File: config.mk
export PLATFORM = sky130hd
export DESIGN_NAME = bitwise_oper_sched
export DESIGN_NICKNAME = d
export VERILOG_FILES = /design/src/rtl/bitwise_oper_sched.sv
export SDC_FILE = /design/constraint.sdc
export NUM_CORES = 1
export LEC_CHECK = 0
export CAP_MARGIN = 20
export CELL_PAD_IN_SITES_DETAIL_PLACEMENT = 1
export CELL_PAD_IN_SITES_GLOBAL_PLACEMENT = 1
export CORE_MARGIN = 2
export CORE_UTILIZATION = 29
export DETAILED_ROUTE_END_ITERATION = 7
export GPL_TIMING_DRIVEN = 0
export PLACE_DENSITY = 0.82
export SETUP_SLACK_MARGIN = 0.4
export SKIP_CTS_REPAIR_TIMING = 1
export SLEW_MARGIN = 20
export SYNTH_ARGS = -nofsm -noshare
export SYNTH_HDL_FRONTEND = slang
export SYNTH_SLANG_ARGS = --single-unit
File: constraint.sdc
create_clock -name clock -period 2.2 [get_ports clock]
set_clock_uncertainty 0.2 [all_clocks]
set_input_delay 0.44 -clock clock [delete_from_list [all_inputs] [get_ports clock]]
set_output_delay 0.44 -clock clock [all_outputs]
set_load 0.01 [all_outputs]
File: src/rtl/bitwise_oper_sched.sv
// bitwise_oper_sched
// Round-robin arbiter and IDLE/BUSY sequencer that shares one multi-cycle
// AND/OR/XOR unit among NREQ requesters. A granted request has its operands
// and id captured, waits DELAY cycles, then presents all three results
// together with a one-cycle done pulse and the requester id.

module bitwise_oper_sched #(
    parameter int WIDTH = 16,
    parameter int NREQ  = 4,
    parameter int ID_W  = 2,
    parameter int DELAY = 10
) (
    input  logic                    clock,
    input  logic                    reset_n,
    input  logic [NREQ-1:0]         req,
    input  logic [NREQ*WIDTH-1:0]   a_bus,
    input  logic [NREQ*WIDTH-1:0]   b_bus,
    output logic [NREQ-1:0]         gnt,
    output logic                    busy,
    output logic                    done,
    output logic [ID_W-1:0]         done_id,
    output logic [WIDTH-1:0]        ab_and,
    output logic [WIDTH-1:0]        ab_or,
    output logic [WIDTH-1:0]        ab_xor
);

    // Parameter sanity: a zero latency or an id field too narrow cannot work.
    if (DELAY < 1 || DELAY > 255) begin : g_bad_delay
        $error("bitwise_oper_sched: DELAY must be in 1..255");
    end
    if (NREQ < 2 || NREQ > 16) begin : g_bad_nreq
        $error("bitwise_oper_sched: NREQ must be in 2..16");
    end
    if ((2 ** ID_W) < NREQ) begin : g_bad_idw
        $error("bitwise_oper_sched: ID_W too small for NREQ");
    end

    typedef enum logic {
        ST_IDLE = 1'b0,
        ST_BUSY = 1'b1
    } state_t;

    state_t                 state_q, state_d;
    logic [ID_W-1:0]        ptr_q, ptr_d;
    logic [7:0]             cnt_q, cnt_d;
    logic [WIDTH-1:0]       op_a_q, op_a_d;
    logic [WIDTH-1:0]       op_b_q, op_b_d;
    logic [ID_W-1:0]        id_q, id_d;
    logic [NREQ-1:0]        gnt_q, gnt_d;
    logic                   busy_q, busy_d;
    logic                   done_q, done_d;
    logic [ID_W-1:0]        done_id_q, done_id_d;
    logic [WIDTH-1:0]       and_q, and_d;
    logic [WIDTH-1:0]       or_q, or_d;
    logic [WIDTH-1:0]       xor_q, xor_d;

    // Per-requester operand views of the flat buses.
    logic [WIDTH-1:0]       a_slice [NREQ];
    logic [WIDTH-1:0]       b_slice [NREQ];

    genvar gi;
    generate
        for (gi = 0; gi < NREQ; gi++) begin : g_slice
            assign a_slice[gi] = a_bus[gi*WIDTH +: WIDTH];
            assign b_slice[gi] = b_bus[gi*WIDTH +: WIDTH];
        end
    endgenerate

    logic                   sel_valid;
    logic [ID_W-1:0]        sel_idx;
    logic [ID_W:0]          cand;

    // Round-robin pick: first asserted request scanning ptr, ptr+1, ... mod NREQ.
    always_comb begin
        sel_valid = 1'b0;
        sel_idx   = '0;
        cand      = '0;
        for (int k = 0; k < NREQ; k++) begin
            cand = {1'b0, ptr_q} + (ID_W+1)'(k);
            if (cand >= (ID_W+1)'(NREQ)) begin
                cand = cand - (ID_W+1)'(NREQ);
            end
            if (!sel_valid && req[cand[ID_W-1:0]]) begin
                sel_valid = 1'b1;
                sel_idx   = cand[ID_W-1:0];
            end
        end
    end

    // Sequencer next-state: grant and capture in IDLE, count down and publish in BUSY.
    always_comb begin
        state_d   = state_q;
        ptr_d     = ptr_q;
        cnt_d     = cnt_q;
        op_a_d    = op_a_q;
        op_b_d    = op_b_q;
        id_d      = id_q;
        gnt_d     = '0;
        busy_d    = busy_q;
        done_d    = 1'b0;
        done_id_d = done_id_q;
        and_d     = and_q;
        or_d      = or_q;
        xor_d     = xor_q;
        case (state_q)
            ST_IDLE: begin
                if (sel_valid) begin
                    op_a_d  = a_slice[sel_idx];
                    op_b_d  = b_slice[sel_idx];
                    id_d    = sel_idx;
                    gnt_d   = NREQ'(1) << sel_idx;
                    busy_d  = 1'b1;
                    cnt_d   = 8'(DELAY - 1);
                    ptr_d   = (sel_idx == ID_W'(NREQ - 1)) ? '0 : sel_idx + 1'b1;
                    state_d = ST_BUSY;
                end
            end
            ST_BUSY: begin
                if (cnt_q != 8'd0) begin
                    cnt_d = cnt_q - 8'd1;
                end else begin
                    and_d     = op_a_q & op_b_q;
                    or_d      = op_a_q | op_b_q;
                    xor_d     = op_a_q ^ op_b_q;
                    done_id_d = id_q;
                    done_d    = 1'b1;
                    busy_d    = 1'b0;
                    state_d   = ST_IDLE;
                end
            end
            default: begin
                state_d = ST_IDLE;
            end
        endcase
    end

    // State and output registers; reset discards any in-flight operation.
    always_ff @(posedge clock) begin
        if (!reset_n) begin
            state_q   <= ST_IDLE;
            ptr_q     <= '0;
            cnt_q     <= '0;
            op_a_q    <= '0;
            op_b_q    <= '0;
            id_q      <= '0;
            gnt_q     <= '0;
            busy_q    <= 1'b0;
            done_q    <= 1'b0;
            done_id_q <= '0;
            and_q     <= '0;
            or_q      <= '0;
            xor_q     <= '0;
        end else begin
            state_q   <= state_d;
            ptr_q     <= ptr_d;
            cnt_q     <= cnt_d;
            op_a_q    <= op_a_d;
            op_b_q    <= op_b_d;
            id_q      <= id_d;
            gnt_q     <= gnt_d;
            busy_q    <= busy_d;
            done_q    <= done_d;
            done_id_q <= done_id_d;
            and_q     <= and_d;
            or_q      <= or_d;
            xor_q     <= xor_d;
        end
    end

    assign gnt     = gnt_q;
    assign busy    = busy_q;
    assign done    = done_q;
    assign done_id = done_id_q;
    assign ab_and  = and_q;
    assign ab_or   = or_q;
    assign ab_xor  = xor_q;

endmodule

==> results by group <==
Clock tree
  • Clock root buffer: clkbuf_16
  • Clock sinks: 101
  • CTS max path bufs: 2
  • Num CTS Buffers: 9
  • CTS tree: built
  • # H-tree levels: 3
  • Worst-skew pair later-pin latency: 0.35 ns
  • Clk slew on worst S/H paths: 0.07 ns

Finish
  • Commonest non-fill, non-tap cell in the layout: clkdlybuf4s50_1
  • Antenna cells: 0
  • NumNets Final: 1,045
  • Post-layout instance area: 0.00933 sq mm
  • Share of cells above drive strength 1: 26.3%
  • Most frequent cells in the layout: 128 x clkdlybuf4s50_1, 96 x dfxtp_1, 83 x nand2_1
  • Area grow syn2layout: 83.0%

Critical path
  • Critical Path End Type: flop
  • CP max FO: 4
  • Cell mode on critical path: or3_4
  • Worst EP required: 2.29 ns
  • CP max stage delay: 0.43 ns
  • CP delay by family, top: simple AND/OR/NAND/NOR gates
  • Crit path launch type: flop
  • Arrival time at the worst endpoint: 2.32 ns
  • Worst path buffer plus inverter count: 0
  • Crit-path cells: or3_4 -> or3_4 -> or4_4 -> or3_4 -> a21oi_2
  • Kind of critical path: reg -> reg
  • Slowest stage cell, crit path: or4_4

Yosys
  • Seq/Total Area, Yosys: 39.6%
  • Synth Instances: 625
  • Leading area contributor after synthesis: dfxtp_1
  • Count of cell types in the netlist: 30
  • Dominant cells by area after synthesis: dfxtp_1 40%, nand2_1 8.2%, ha_1 8.1%, mux2i_1 6.3%, o211ai_1 4.9%
  • Flops & latches, synth: 101
  • Cell area after synthesis: 0.00510 sq mm
  • Mean Syn Cell Area: 8.16 sq um
  • Yosys top cell area share: 39.6%
  • Mapped Nets: 792
  • Synth warn: 0

Place
  • Placement Cell Area: 0.00731 sq mm
  • Place WS: -0.797 ns
  • HPWL after DPL: 14,500 microns
  • PortBufs: 188
  • Final Wtd Congestion: 0.826

Timing
  • Maximum clock rate: 0.448 GHz
  • Relative slew margins: 51.0%
  • Final Worst Setup Slack: -0.0314 ns
  • Final period util: 101%
  • RSZ-0062 raised after global routing: yes
  • Final setup fails: 1
  • Hold Violations, Final: 0
  • Minimum clock period: 2.23 ns
  • Worst-Margin Slew: 0.734 ns
  • Worst hold slack: 0.260 ns
  • Slew Limit Fails: 0

Floorplan
  • Die ar.: 0.0187 sq mm
  • Core area: 0.0172 sq mm
  • I/O Pins: 190
  • Die X: 137 microns
  • Initial Util: 29.6%
  • Row count: 48
  • Die height: 137 microns

Pwr
  • Pleak: 4.64 nW
  • Power per Cell Area: 870 mW/mm^2
  • Final Total Pwr: 8.12 mW
  • VDD IR max: 0.515 mV

Routing
  • DR vias: 5,693
  • Number of DRC markers in iteration 0: 286
  • Routed Antenna Nets: 0
  • Routed WL: 23,700 microns
  • Drt drc: 0
  • Avg WL per Cell: 21.4 microns
  • Routed vias/inst: 5.14
  • Drt pass-1 iters: 5

Global routing
  • Gr ovfl total: 0
  • First-pass GRT wire length: 28,000 microns
  • Largest net degree at the start of global routing: 18
  • Vias in the first global route: 5,371
  • Initial antenna violation count: 0
  • Total GRT Usage: 19.5%

Run status
  • Failing checks: setup timing
  • Outcome: complete, but fails checks

Min path
  • Min-Delay Path Class: reg -> reg

Job
  • Maximum capacitance violations: 0
==> per-layer routing <==
metal  part of all wire (%)  wire length (microns)  track usage, %
met5                      0                      0               0
met4                    3.5                    832            6.19
met3                    4.6                   1100            2.30
met2                     51                  12200            32.9
met1                     41                   9650            25.9
==> stage by stage <==
step	TNS, ns	std cells	utilization, %
3_5_place_dp	-30.02	1038	42.4
5_1_grt	-0.314	1108	54.1
4_1_cts	-16.91	1054	44.3
3_3_place_gp	-27.14	1038	42.4
6_report	-0.0314	1108	54.1
2_1_floorplan	0	625	-
==> tightest hold or removal path, delay by kind of cell, from the launching register on <==
kind             cells  cell delay (ns)
AND/OR/NAND/NOR      1             0.05
AO/OA/AOI/OAI        1             0.05
flip-flops           1             0.31
==> power by group <==
group          internal [mW]  switching, mW
combinational           2.02           1.78
sequential              2.16          0.356
clock                   1.00          0.786
total                   5.19           2.92
==> cell usage after synthesis (all sizes together) <==
master / count
mux2i: 32
nor4b: 1
and2: 3
o21ai: 37
a31oi: 3
a211oi: 16
nand4: 1
nand3: 5
a211o: 1
xnor2: 1
o221a: 2
clkbuf: 32
o21bai: 2
nor3: 4
ha: 33
a21boi: 32
and3: 37
a21oi: 43
clkinv: 1
buf: 16
o211ai: 33
o21a: 1
nor2b: 5
or2: 2
dfxtp: 101
or3: 4
nand2: 112
nor2: 28
inv: 35
or4: 2
==> area by class of cell <==
class                      instances  area [sq um]
buffer                            48           502
inverter                          36           138
clock buffer                       9           225
sequential                       101          2040
multi-input combinational        440          3330
tap                              225           282
clock inverter                     7          98.8
fill                            1881          7910
timing repair buffer             242          2720
==> registers in the layout, indices dropped and copies added, names as in the netlist <==
signal   flops
ptr_q        2
op_b_q      16
ab_xor      16
state_q      1
id_q         2
op_a_q      16
busy         1
ab_and      16
ab_or       16
done         1
gnt          4
cnt_q        8
done_id      2
==> kinds of logic (layout without fill, tap and decap cells) <==
| logic type | Yosys count | in the layout | share of synthesized area [%] |
|---|---|---|---|
| buffers and inverters | 84 | 342 | 6.58 |
| AO/OA/AOI/OAI | 170 | 170 | 21.2 |
| AND/OR/NAND/NOR | 204 | 204 | 18.0 |
| multiplexers | 32 | 32 | 6.28 |
| adder cells (fa/ha/maj) | 33 | 33 | 8.10 |
| XOR/XNOR | 1 | 1 | 0.172 |
| flip-flops | 101 | 101 | 39.6 |
==> final timing paths <==
check         endpoint      start  slack [ns]  depth (start not counted)
max           cnt_q[7]   cnt_q[2]       -0.03                          5
min          ab_xor[9]  ab_xor[9]        0.26                          2
max reg2reg   cnt_q[7]   cnt_q[2]       -0.03                          5
min reg2reg  ab_xor[9]  ab_xor[9]        0.26                          2
No activity file was read; power rests on OpenSTA's default activity.
